## src/rtl/game_controller_pkg.sv

```systemverilog
// game_controller_pkg
//   Shared definitions for the memory-game controller: FSM state encodings,
//   state width and default timing parameters.
//   Build option: KEY_DEBOUNCE_EN (see key_edge_detect).
package game_controller_pkg;

    localparam int unsigned STATE_W                 = 3;
    localparam int unsigned TICK_CYCLES_DEFAULT     = 50_000_000; // 1 s at 50 MHz
    localparam int unsigned DEBOUNCE_CYCLES_DEFAULT = 500_000;    // 10 ms at 50 MHz

    typedef enum logic [STATE_W-1:0] {
        ST_INIT       = 3'd0,
        ST_SETUP      = 3'd1,
        ST_PLAY_FPGA  = 3'd2,
        ST_PLAY_USER  = 3'd3,
        ST_CHECK      = 3'd4,
        ST_NEXT_ROUND = 3'd5,
        ST_RESULT     = 3'd6
    } state_e;

endpackage

```

## src/rtl/key_edge_detect.sv

```systemverilog
// key_edge_detect
//   Brings the raw active-low ENTER button into the clock domain and turns each
//   press into a single-cycle pulse.
//   Build option KEY_DEBOUNCE_EN:
//     defined   - 2-FF sync, then press accepted after DEBOUNCE_CYCLES consecutive
//                 low samples; one high sample re-arms for the next press.
//     undefined - 2-FF sync plus falling-edge detect (pulse 3 cycles after the fall).
// Ports
//   clk_i    in  clock
//   rst_i    in  synchronous active-high reset
//   key_n_i  in  raw button, active low, asynchronous
//   enter_o  out 1-cycle pulse per accepted press
module key_edge_detect #(
    parameter int unsigned DEBOUNCE_CYCLES = 500_000
) (
    input  logic clk_i,
    input  logic rst_i,
    input  logic key_n_i,
    output logic enter_o
);

    logic sync1_q, sync2_q;
    logic enter_q;

    always_ff @(posedge clk_i) begin
        if (rst_i) begin
            sync1_q <= 1'b0;
            sync2_q <= 1'b0;
        end else begin
            sync1_q <= key_n_i;
            sync2_q <= sync1_q;
        end
    end

`ifdef KEY_DEBOUNCE_EN
    localparam int unsigned CNT_W = $clog2(DEBOUNCE_CYCLES + 1);

    logic [CNT_W-1:0] cnt_q;
    // Cleared by reset, so a key held through reset must be released first.
    logic             armed_q;

    always_ff @(posedge clk_i) begin
        if (rst_i) begin
            cnt_q   <= '0;
            armed_q <= 1'b0;
            enter_q <= 1'b0;
        end else begin
            enter_q <= 1'b0;
            if (sync2_q) begin
                cnt_q   <= '0;
                armed_q <= 1'b1;
            end else if (armed_q) begin
                if (cnt_q == CNT_W'(DEBOUNCE_CYCLES - 1)) begin
                    enter_q <= 1'b1;
                    armed_q <= 1'b0;
                    cnt_q   <= '0;
                end else begin
                    cnt_q <= cnt_q + CNT_W'(1);
                end
            end
        end
    end
`else
    logic prev_q;
    logic unused_deb;

    assign unused_deb = (DEBOUNCE_CYCLES == 0);

    always_ff @(posedge clk_i) begin
        if (rst_i) begin
            prev_q  <= 1'b0;
            enter_q <= 1'b0;
        end else begin
            prev_q  <= sync2_q;
            enter_q <= prev_q & ~sync2_q;
        end
    end
`endif

    assign enter_o = enter_q;

endmodule

```

## src/rtl/game_controller.sv

```systemverilog
// game_controller
//   Control FSM for the memory game. Reads datapath status flags, drives the
//   datapath command strobes and generates the game tick. Owns one
//   key_edge_detect for the ENTER button (build option KEY_DEBOUNCE_EN).
// Ports
//   CLOCK_50   in   system clock (rising edge)
//   RESET      in   synchronous active-high reset
//   KEY_ENTER  in   raw ENTER button, active low
//   end_FPGA, end_User, end_time, win, match   in   datapath status
//   R1, R2, E1..E4, SEL                         out  datapath commands
//   state      out  current FSM state (debug LEDs)
// Outputs decode only from state_q, tick_q and enter_q; status inputs only
// steer the next state, so there is no input-to-output combinational path.
module game_controller
    import game_controller_pkg::*;
#(
    parameter int unsigned TICK_CYCLES     = TICK_CYCLES_DEFAULT,
    parameter int unsigned DEBOUNCE_CYCLES = DEBOUNCE_CYCLES_DEFAULT
) (
    input  logic               CLOCK_50,
    input  logic               RESET,
    input  logic               KEY_ENTER,
    input  logic               end_FPGA,
    input  logic               end_User,
    input  logic               end_time,
    input  logic               win,
    input  logic               match,
    output logic               R1,
    output logic               R2,
    output logic               E1,
    output logic               E2,
    output logic               E3,
    output logic               E4,
    output logic               SEL,
    output logic [STATE_W-1:0] state
);

    localparam int unsigned TICK_W = $clog2(TICK_CYCLES);

    state_e            state_q, state_d;
    logic [TICK_W-1:0] tick_cnt_q;
    logic              tick_q;
    logic              enter_q;
    logic              tick_clr;

    key_edge_detect #(
        .DEBOUNCE_CYCLES(DEBOUNCE_CYCLES)
    ) u_key (
        .clk_i  (CLOCK_50),
        .rst_i  (RESET),
        .key_n_i(KEY_ENTER),
        .enter_o(enter_q)
    );

    // Timebase restarts on entry to either play state so the first tick
    // arrives a full period after entry.
    assign tick_clr = (state_d != state_q) &&
                      ((state_d == ST_PLAY_FPGA) || (state_d == ST_PLAY_USER));

    always_ff @(posedge CLOCK_50) begin
        if (RESET) begin
            state_q    <= ST_INIT;
            tick_cnt_q <= '0;
            tick_q     <= 1'b0;
        end else begin
            state_q <= state_d;
            if (tick_clr) begin
                tick_cnt_q <= '0;
                tick_q     <= 1'b0;
            end else if (tick_cnt_q == TICK_W'(TICK_CYCLES - 1)) begin
                tick_cnt_q <= '0;
                tick_q     <= 1'b1;
            end else begin
                tick_cnt_q <= tick_cnt_q + TICK_W'(1);
                tick_q     <= 1'b0;
            end
        end
    end

    always_comb begin
        state_d = state_q;
        R1  = 1'b0;
        R2  = 1'b0;
        E1  = 1'b0;
        E2  = 1'b0;
        E3  = 1'b0;
        E4  = 1'b0;
        SEL = 1'b0;
        case (state_q)
            ST_INIT: begin
                R1      = 1'b1;
                R2      = 1'b1;
                state_d = ST_SETUP;
            end
            ST_SETUP: begin
                E1 = 1'b1;
                R2 = enter_q;         // exit cycle is exactly the enter_q cycle
                if (enter_q) state_d = ST_PLAY_FPGA;
            end
            ST_PLAY_FPGA: begin
                // User-entry side is idle while the sequence plays, so R2 is held
                // for the whole state; this covers the exit cycle without
                // decoding end_FPGA into an output.
                R2 = 1'b1;
                E3 = tick_q;
                if (end_FPGA) state_d = ST_PLAY_USER;
            end
            ST_PLAY_USER: begin
                E2 = tick_q;
                E4 = enter_q;
                if (end_User)      state_d = ST_CHECK;
                else if (end_time) state_d = ST_RESULT;
            end
            ST_CHECK: begin
                state_d = (match && !win) ? ST_NEXT_ROUND : ST_RESULT;
            end
            ST_NEXT_ROUND: begin
                R2      = 1'b1;
                state_d = ST_PLAY_FPGA;
            end
            ST_RESULT: begin
                SEL = 1'b1;
                if (enter_q) state_d = ST_INIT;
            end
            default: state_d = ST_INIT;   // encoding 7
        endcase
    end

    assign state = state_q;

endmodule

```

## config.mk

```make
export PLATFORM = sky130hd
export DESIGN_NAME = game_controller
export DESIGN_NICKNAME = d
export VERILOG_FILES = /design/src/rtl/game_controller_pkg.sv /design/src/rtl/key_edge_detect.sv /design/src/rtl/game_controller.sv
export SDC_FILE = /design/constraint.sdc
export NUM_CORES = 1
export LEC_CHECK = 0
export CELL_PAD_IN_SITES_DETAIL_PLACEMENT = 0
export CELL_PAD_IN_SITES_GLOBAL_PLACEMENT = 1
export CORE_MARGIN = 5
export CORE_UTILIZATION = 45
export DETAILED_ROUTE_END_ITERATION = 16
export GPL_TIMING_DRIVEN = 1
export PLACE_DENSITY_LB_ADDON = 0.15
export SLEW_MARGIN = 5
export SYNTH_ARGS = -nofsm -noshare
export SYNTH_HDL_FRONTEND = slang
export SYNTH_SLANG_ARGS = --single-unit
```

## constraint.sdc

```tcl
create_clock -name CLOCK_50 -period 4.2 [get_ports CLOCK_50]
set_input_delay 0.63 -clock CLOCK_50 [delete_from_list [all_inputs] [get_ports CLOCK_50]]
set_output_delay 0.63 -clock CLOCK_50 [all_outputs]
set_load 0.01 [all_outputs]
```

==> results of run 1 <==
-- routing by layer --
metal  GRT usage (%)  vias up  routed length [um]
met5               0        -                   0
li1                -      721                   -
met4           5.846        0                  48
met2           20.92       23                1548
met3           4.208        6                 131
met1           19.02      675                1693
-- cell type report --
class	count	area (um^2)
Clock buffer	5	68.82
Sequential cell	34	680.7
Clock inverter	3	68.82
Fill cell	338	1670
Tap cell	48	60.06
Inverter	1	3.754
Multi-Input combinational cell	137	930.9
Timing Repair Buffer	18	177.7
-- power breakdown --
group | switching, mW | leakage (nW) | internal, mW | total [mW]
Sequential | 0.00543 | 0.275 | 0.327 | 0.333
Combinational | 0.0169 | 0.306 | 0.0201 | 0.0370
Clock | 0.123 | 0.0683 | 0.238 | 0.361
Total | 0.145 | 0.649 | 0.585 | 0.730
-- cells by family (layout without fill, tap and decap cells) --
group	after synthesis	in the layout	synth area share [%]
xor gates and xnor gates	11	11	5.658
DFF	34	34	39.97
AOI/OAI and AO/OA	38	38	16.02
buffers and inverters	14	27	5.363
and+or+nand+nor	87	87	32.26
adders and majority gates	1	1	0.7346
-- sequential cells by signal, summed over array words and instances, names as in the netlist --
name           cells
tick_cnt_q        26
state              3
tick_q             1
u_key.enter_o      1
u_key.prev_q       1
u_key.sync1_q      1
u_key.sync2_q      1
-- cells in the final DEF, fill, tap and decap left out, types with 2 or more instances in the layout --
cell type and instances:
nor3b_1 5, nand4_1 9, a211oi_1 10, nand2_1 11
a211oi_2 3, nor2b_1 4, xnor2_1 2, or3_1 8
nor2_1 3, clkdlybuf4s50_1 17, and4_1 4, o21ai_0 11
or4_1 5, a21oi_1 3, bufinv_16 2, o31ai_1 5
dfxtp_1 34, nand2b_1 2, and2_1 3, xor2_1 9
and3_1 2, nand3_1 8, nor3_1 12, clkbuf_8 5
-- worst register-to-register path: stages (launching register included) --
cell	delay, ns
dfxtp_1	0.40
and4_1	0.46
nand3_1	0.18
nor4_4	0.57
buf_4	0.33
a211oi_1	0.07
-- per-stage QoR --
stage          utilization (%)  hold slack [ns]  std cells  instance area (um^2)
3_3_place_gp             50.62           0.3963        238                  1853
5_1_grt                  54.37           0.4475        246                  1991
4_1_cts                  54.37           0.4298        246                  1991
3_5_place_dp             50.62           0.4135        238                  1853
2_1_floorplan                -           0.3883        185                  1703
6_report                 54.37           0.4318        246                  1991
-- worst min-delay path by stage --
stage	startpoint	endpoint	cells past startpoint
2_1_floorplan	u_key.sync2_q$_SDFF_PP0_	u_key.enter_o$_SDFF_PP0_	1
3_3_place_gp	u_key.sync2_q$_SDFF_PP0_	u_key.enter_o$_SDFF_PP0_	1
3_5_place_dp	u_key.sync2_q$_SDFF_PP0_	u_key.enter_o$_SDFF_PP0_	1
4_1_cts	u_key.sync2_q$_SDFF_PP0_	u_key.enter_o$_SDFF_PP0_	1
5_1_grt	u_key.sync2_q$_SDFF_PP0_	u_key.enter_o$_SDFF_PP0_	1
6_report	u_key.sync2_q$_SDFF_PP0_	u_key.enter_o$_SDFF_PP0_	1
==> flow_summary.yaml, run 1 <==
run_status:
  outcome: "complete, no violations"
route:
  ant_nets: 0
  vias: 1425
  via_per_inst: 5.793
  drc_errors: 0
  drt_pass1_iterations: 4
  drt-initial-drc-count: 83
  wl_per_cell_um: 13.91
  routed_wirelength_um: 3421
synthesis:
  seq_area_frac_synth_pct: 39.97
  yosys_warnings: 0
  synth_commonest_cells: "dfxtp_1 (34), nor3_1 (12), nand2_1 (11), o21ai_0 (11), a211oi_1 (10)"
  synth_cells: 185
  synthDistinctLibCells: 44
  synth_area_leader_cell: "dfxtp_1"
  yosysMostFrequentCell: "dfxtp_1"
  synth.top_cell.area_share_pct: 39.97
  post_synth.cell_area_avg_um2: 9.205
  ys_ff_latch: 34
  synth_edf_count: 0
  synth_area_leaders: "dfxtp_1 (40%), xor2_1 (4.6%), a211oi_1 (4.4%)"
  synth_fp_nets: 194
  synth-main-ff-cell: "dfxtp_1"
  synthArstFlopShare_pct: 0
  synth_area_um2: 1703
cells_and_area:
  diodes: 0
  area_growth_pct: 16.90
  drive_above_1_share_pct: 10.10
  fin_nets: 206
timing:
  timing.fmax_mhz: 412.3
  rsz0062_at_grt: "false"
  period_share_pct: 57.75
  worst_pin_slew_ns: 0.9815
  setup_viol_count_final: 0
  finalCriticalPeriod_ns: 2.425
  drv_slew: 0
  finClkSkew_ns: 0.009232
  finalHoldViolations: 0
  fin_ws_ns: 1.775
  fin_tns_setup_ns: 0
  relSlewSlack_pct: 34.57
worst_setup_path:
  r2r_end: "tick_cnt_q[17]$_SDFF_PP0_"
  path_cells: "o21ba_2, nand2_1, o21ai_0, clkdlybuf4s50_1"
  arrival_ns: 1.80
  critPathRequiredTime_ns: 3.57
  path_buf_inv: 1
  startpoint: "state[2]$_SDFF_PP0_"
  ff2ff_setup_slack_ns: 2.02
  path_class: "flop to output port"
  cp-start-kind: "flop"
  cpMaxStageDelayCell: "dfxtp_1"
  slowest_delay_ns: 0.60
  rr_worst_depth: 5
  cp-endpoint: "R2"
  end_kind: "output port"
  r2r_start: "tick_cnt_q[2]$_SDFF_PP0_"
  path_max_fanout: 15
  cp.depth: 4
  path_delay_family: "flip-flops"
clock_network:
  cts-resized-gates: 0
  clk_latency_ns: 0.29
  cts.path.max_buffers: 2
  clock-sinks: 34
  cts_root_buf: "clkbuf_8"
  numCtsBuffers: 5
  hold_buffers: 0
  cts_tree: "done"
  post_cts_buffers: 0
  clk_pin_slew_ns: 0.08
  htree_levels: 2
floorplanning:
  ios: 18
  placeableCoreArea_um2: 3661
  die-area_um2: 5114
  num_rows: 22
  die_height_um: 71.52
  die_x_um: 71.52
  initial_core_util_pct: 46.51
place:
  place.gp.congestion: 0.7363
  port_buffers: 17
  dpl.hpwl_um: 2367
  place_ws_ns: 1.653
pwr:
  leakagePower_nw: 0.6491
  irDropWorstVdd_mv: 0.2510
  p_per_area_nw_per_um2: 366.9
  p_total_uw: 730.4
global_route:
  antenna_found_initial: 0
  overflow: 0
  grt_pass1_wl_um: 5858
  grt_max_degree: 28
  grt_pass1_vias: 1312
  grt_usage_pct: 14.11
job:
  cap_viol_max_count: 0
worst_hold_path:
  hold_class: "flop to flop"
(Power assumes the default switching activity.)
==> inputs of run 2 (changes only) <==
CORE_UTILIZATION = 38   (was 45)
clock period = 2.2 ns   (was 4.2 ns; I/O delays follow)
==> run 2 against run 1 <==
Compared with the run above:
- clock power is 28% higher
- sequential cell count did not move
- setup slack got worse by 1.5 ns
- global-route usage is 0.74 points lower
- routed wire length up 9.8%
- via count grew 2.7%
- hold slack worse by 0.026 ns
- cell count increased by 3.7%
- combinational power rose by 99%
- cell area unchanged
- critical path type unchanged
==> flow_summary.yaml, run 2 (synthesized netlist as in run 1, its figures left out) <==
worst_setup_path:
  arrival_ns: 1.61
  path_delay_family: "buffers and inverters"
  path_cells: "nand2_1, nor2_1, and2_1, clkdlybuf4s50_1"
  r2r_start: "tick_cnt_q[2]$_SDFF_PP0_"
  cpMaxStageDelayCell: "clkdlybuf4s50_1"
  end_kind: "output port"
  ff2ff_setup_slack_ns: 0.35
  path_buf_inv: 1
  cp-start-kind: "flop"
  path_class: "flop to output port"
  rr_worst_depth: 4
  r2r_end: "tick_cnt_q[25]$_SDFF_PP0_"
  critPathRequiredTime_ns: 1.87
  path_max_fanout: 14
  slowest_delay_ns: 0.53
global_route:
  overflow: 0
  antenna_found_initial: 0
  use_met3_pct: 3.981
  use_met2_pct: 22.75
  grt_usage_pct: 13.37
  grt_max_degree: 28
  grtUsageMet1_pct: 16.24
  gr-max-usage-layer: "met2"
  grt_pass1_vias: 1417
  grt_pass1_wl_um: 6561
pwr:
  sequentialPowerShare_pct: 54.3
  p_per_area_nw_per_um2: 588.2
  leakagePower_nw: 0.6567
  internal-power_uw: 918.6
  sw_frac_of_total_pct: 21.56
  netSwitchingPower_uw: 252.4
  pwr-share-clk_pct: 39.4
  combPwrFrac_pct: 6.3
  irDropWorstVdd_mv: 0.3464
floorplanning:
  die_x_um: 76.94
  placeableCoreArea_um2: 4354
  die-area_um2: 5920
  num_rows: 24
  initial_core_util_pct: 39.11
  die_height_um: 76.94
  ios: 18
worst_hold_path:
  hold_class: "flop to flop"
  whs_path_depth: 1
  hold_path_end: "u_key.enter_o$_SDFF_PP0_"
  hp-start: "u_key.sync2_q$_SDFF_PP0_"
timing:
  timing.fmax_mhz: 516.6
  finalCriticalPeriod_ns: 1.936
  rsz0062_at_grt: "false"
  setup_viol_count_final: 0
  fin_ws_ns: 0.2642
  relSlewSlack_pct: 79.47
  fin_tns_setup_ns: 0
  drv_slew: 0
  period_share_pct: 87.99
  worst_pin_slew_ns: 0.3072
  finalHoldViolations: 0
  finClkSkew_ns: 0.009485
clock_network:
  cts.path.max_buffers: 2
  htree_levels: 2
  cts_tree: "done"
  clock-sinks: 34
  cts_root_buf: "clkbuf_8"
  numCtsBuffers: 5
  clk_latency_ns: 0.28
  clk_pin_slew_ns: 0.06
route:
  drc_errors: 0
  vias: 1463
  wl_per_cell_um: 14.73
  drt-initial-drc-count: 97
  via_per_inst: 5.737
  drt_pass1_iterations: 4
  ant_nets: 0
  routed_wirelength_um: 3757
cells_and_area:
  final_cell_mix: "dfxtp_1 (31), clkdlybuf4s50_1 (17), nor3_1 (12)"
  top_register: "tick_cnt_q"
  multi_input_area_um2: 930.9
  drive_above_1_share_pct: 13.30
  fin_nets: 211
  largest_reg_flops: 26
  area_growth_pct: 16.90
  fill_cells: 428
  regArea_um2: 684.4
  final_common_cell: "dfxtp_1"
  diodes: 0
place:
  port_buffers: 17
  place.gp.congestion: 0.7950
  place_ws_ns: 0.1534
  dpl.hpwl_um: 2692
run_status:
  outcome: "complete, no violations"
job:
  cap_viol_max_count: 0
run 2: cell types whose count changed in the layout (fill, tap and decap cells not counted):
cell       delta
clkinv_4      -1
clkbuf_1      +1
dfxtp_2       +3
dfxtp_1       -3
bufinv_16     -2
clkinv_2      +1
buf_4         +5
clkbuf_8      +1
run 2: final cells by class:
class / count / area share (%)
repair buffers: 23 / 10.81
inverters: 1 / 0.1886
well taps: 52 / 3.268
clock buffers: 7 / 4.337
flip-flops and latches: 34 / 34.38
multi-input cells: 137 / 46.76
clock inverters: 1 / 0.2514
run 2: worst max-delay path by stage:
stage	from	to	slack, ns	depth (start not counted)
floorplan	tick_cnt_q[7]$_SDFF_PP0_	tick_cnt_q[21]$_SDFF_PP0_	0.51	4
global route	state[0]$_SDFF_PP0_	E2	0.12	3
detailed placement	win	tick_cnt_q[15]$_SDFF_PP0_	0.15	6
global placement	win	tick_cnt_q[19]$_SDFF_PP0_	0.26	6
CTS	state[0]$_SDFF_PP0_	E4	0.08	4
finish	state[0]$_SDFF_PP0_	E4	0.26	4
run 2: per-stage QoR:
step                utilization (%)  hold WS, ns  power, mW  cell area [um^2]  instances
floorplan                         -       0.3883     0.6871              1703        185
global placement              43.53       0.3968     0.7218              1896        247
detailed placement            43.53       0.4010     0.7243              1896        247
CTS                           45.63       0.4094      1.194              1987        255
global route                  45.72       0.4229      1.225              1991        255
finish                        45.72       0.4060      1.171              1991        255
run 2: layer usage:
metal | vias up | part of all wire, %
met1 | 691 | 47
met5 | - | 0
met3 | 2 | 4.4
met4 | 0 | 0.40
met2 | 36 | 48
li1 | 734 | -
run 2: what timing repair did:
item | CTS | global route
hold buffers | 0 | 0
buffers inserted | 0 | 0
gates resized for setup | 0 | 3
setup endpoints to repair | 0 | 3
run 2: power by group through the flow:
stage / registers (mW) / clock network [mW] / logic (mW)
after floorplan: 0.645 / 0 / 0.0422
after global placement: 0.649 / 0 / 0.0733
after detailed placement: 0.650 / 0 / 0.0747
after CTS: 0.635 / 0.483 / 0.0751
after global routing: 0.637 / 0.506 / 0.0823
final: 0.636 / 0.461 / 0.0736
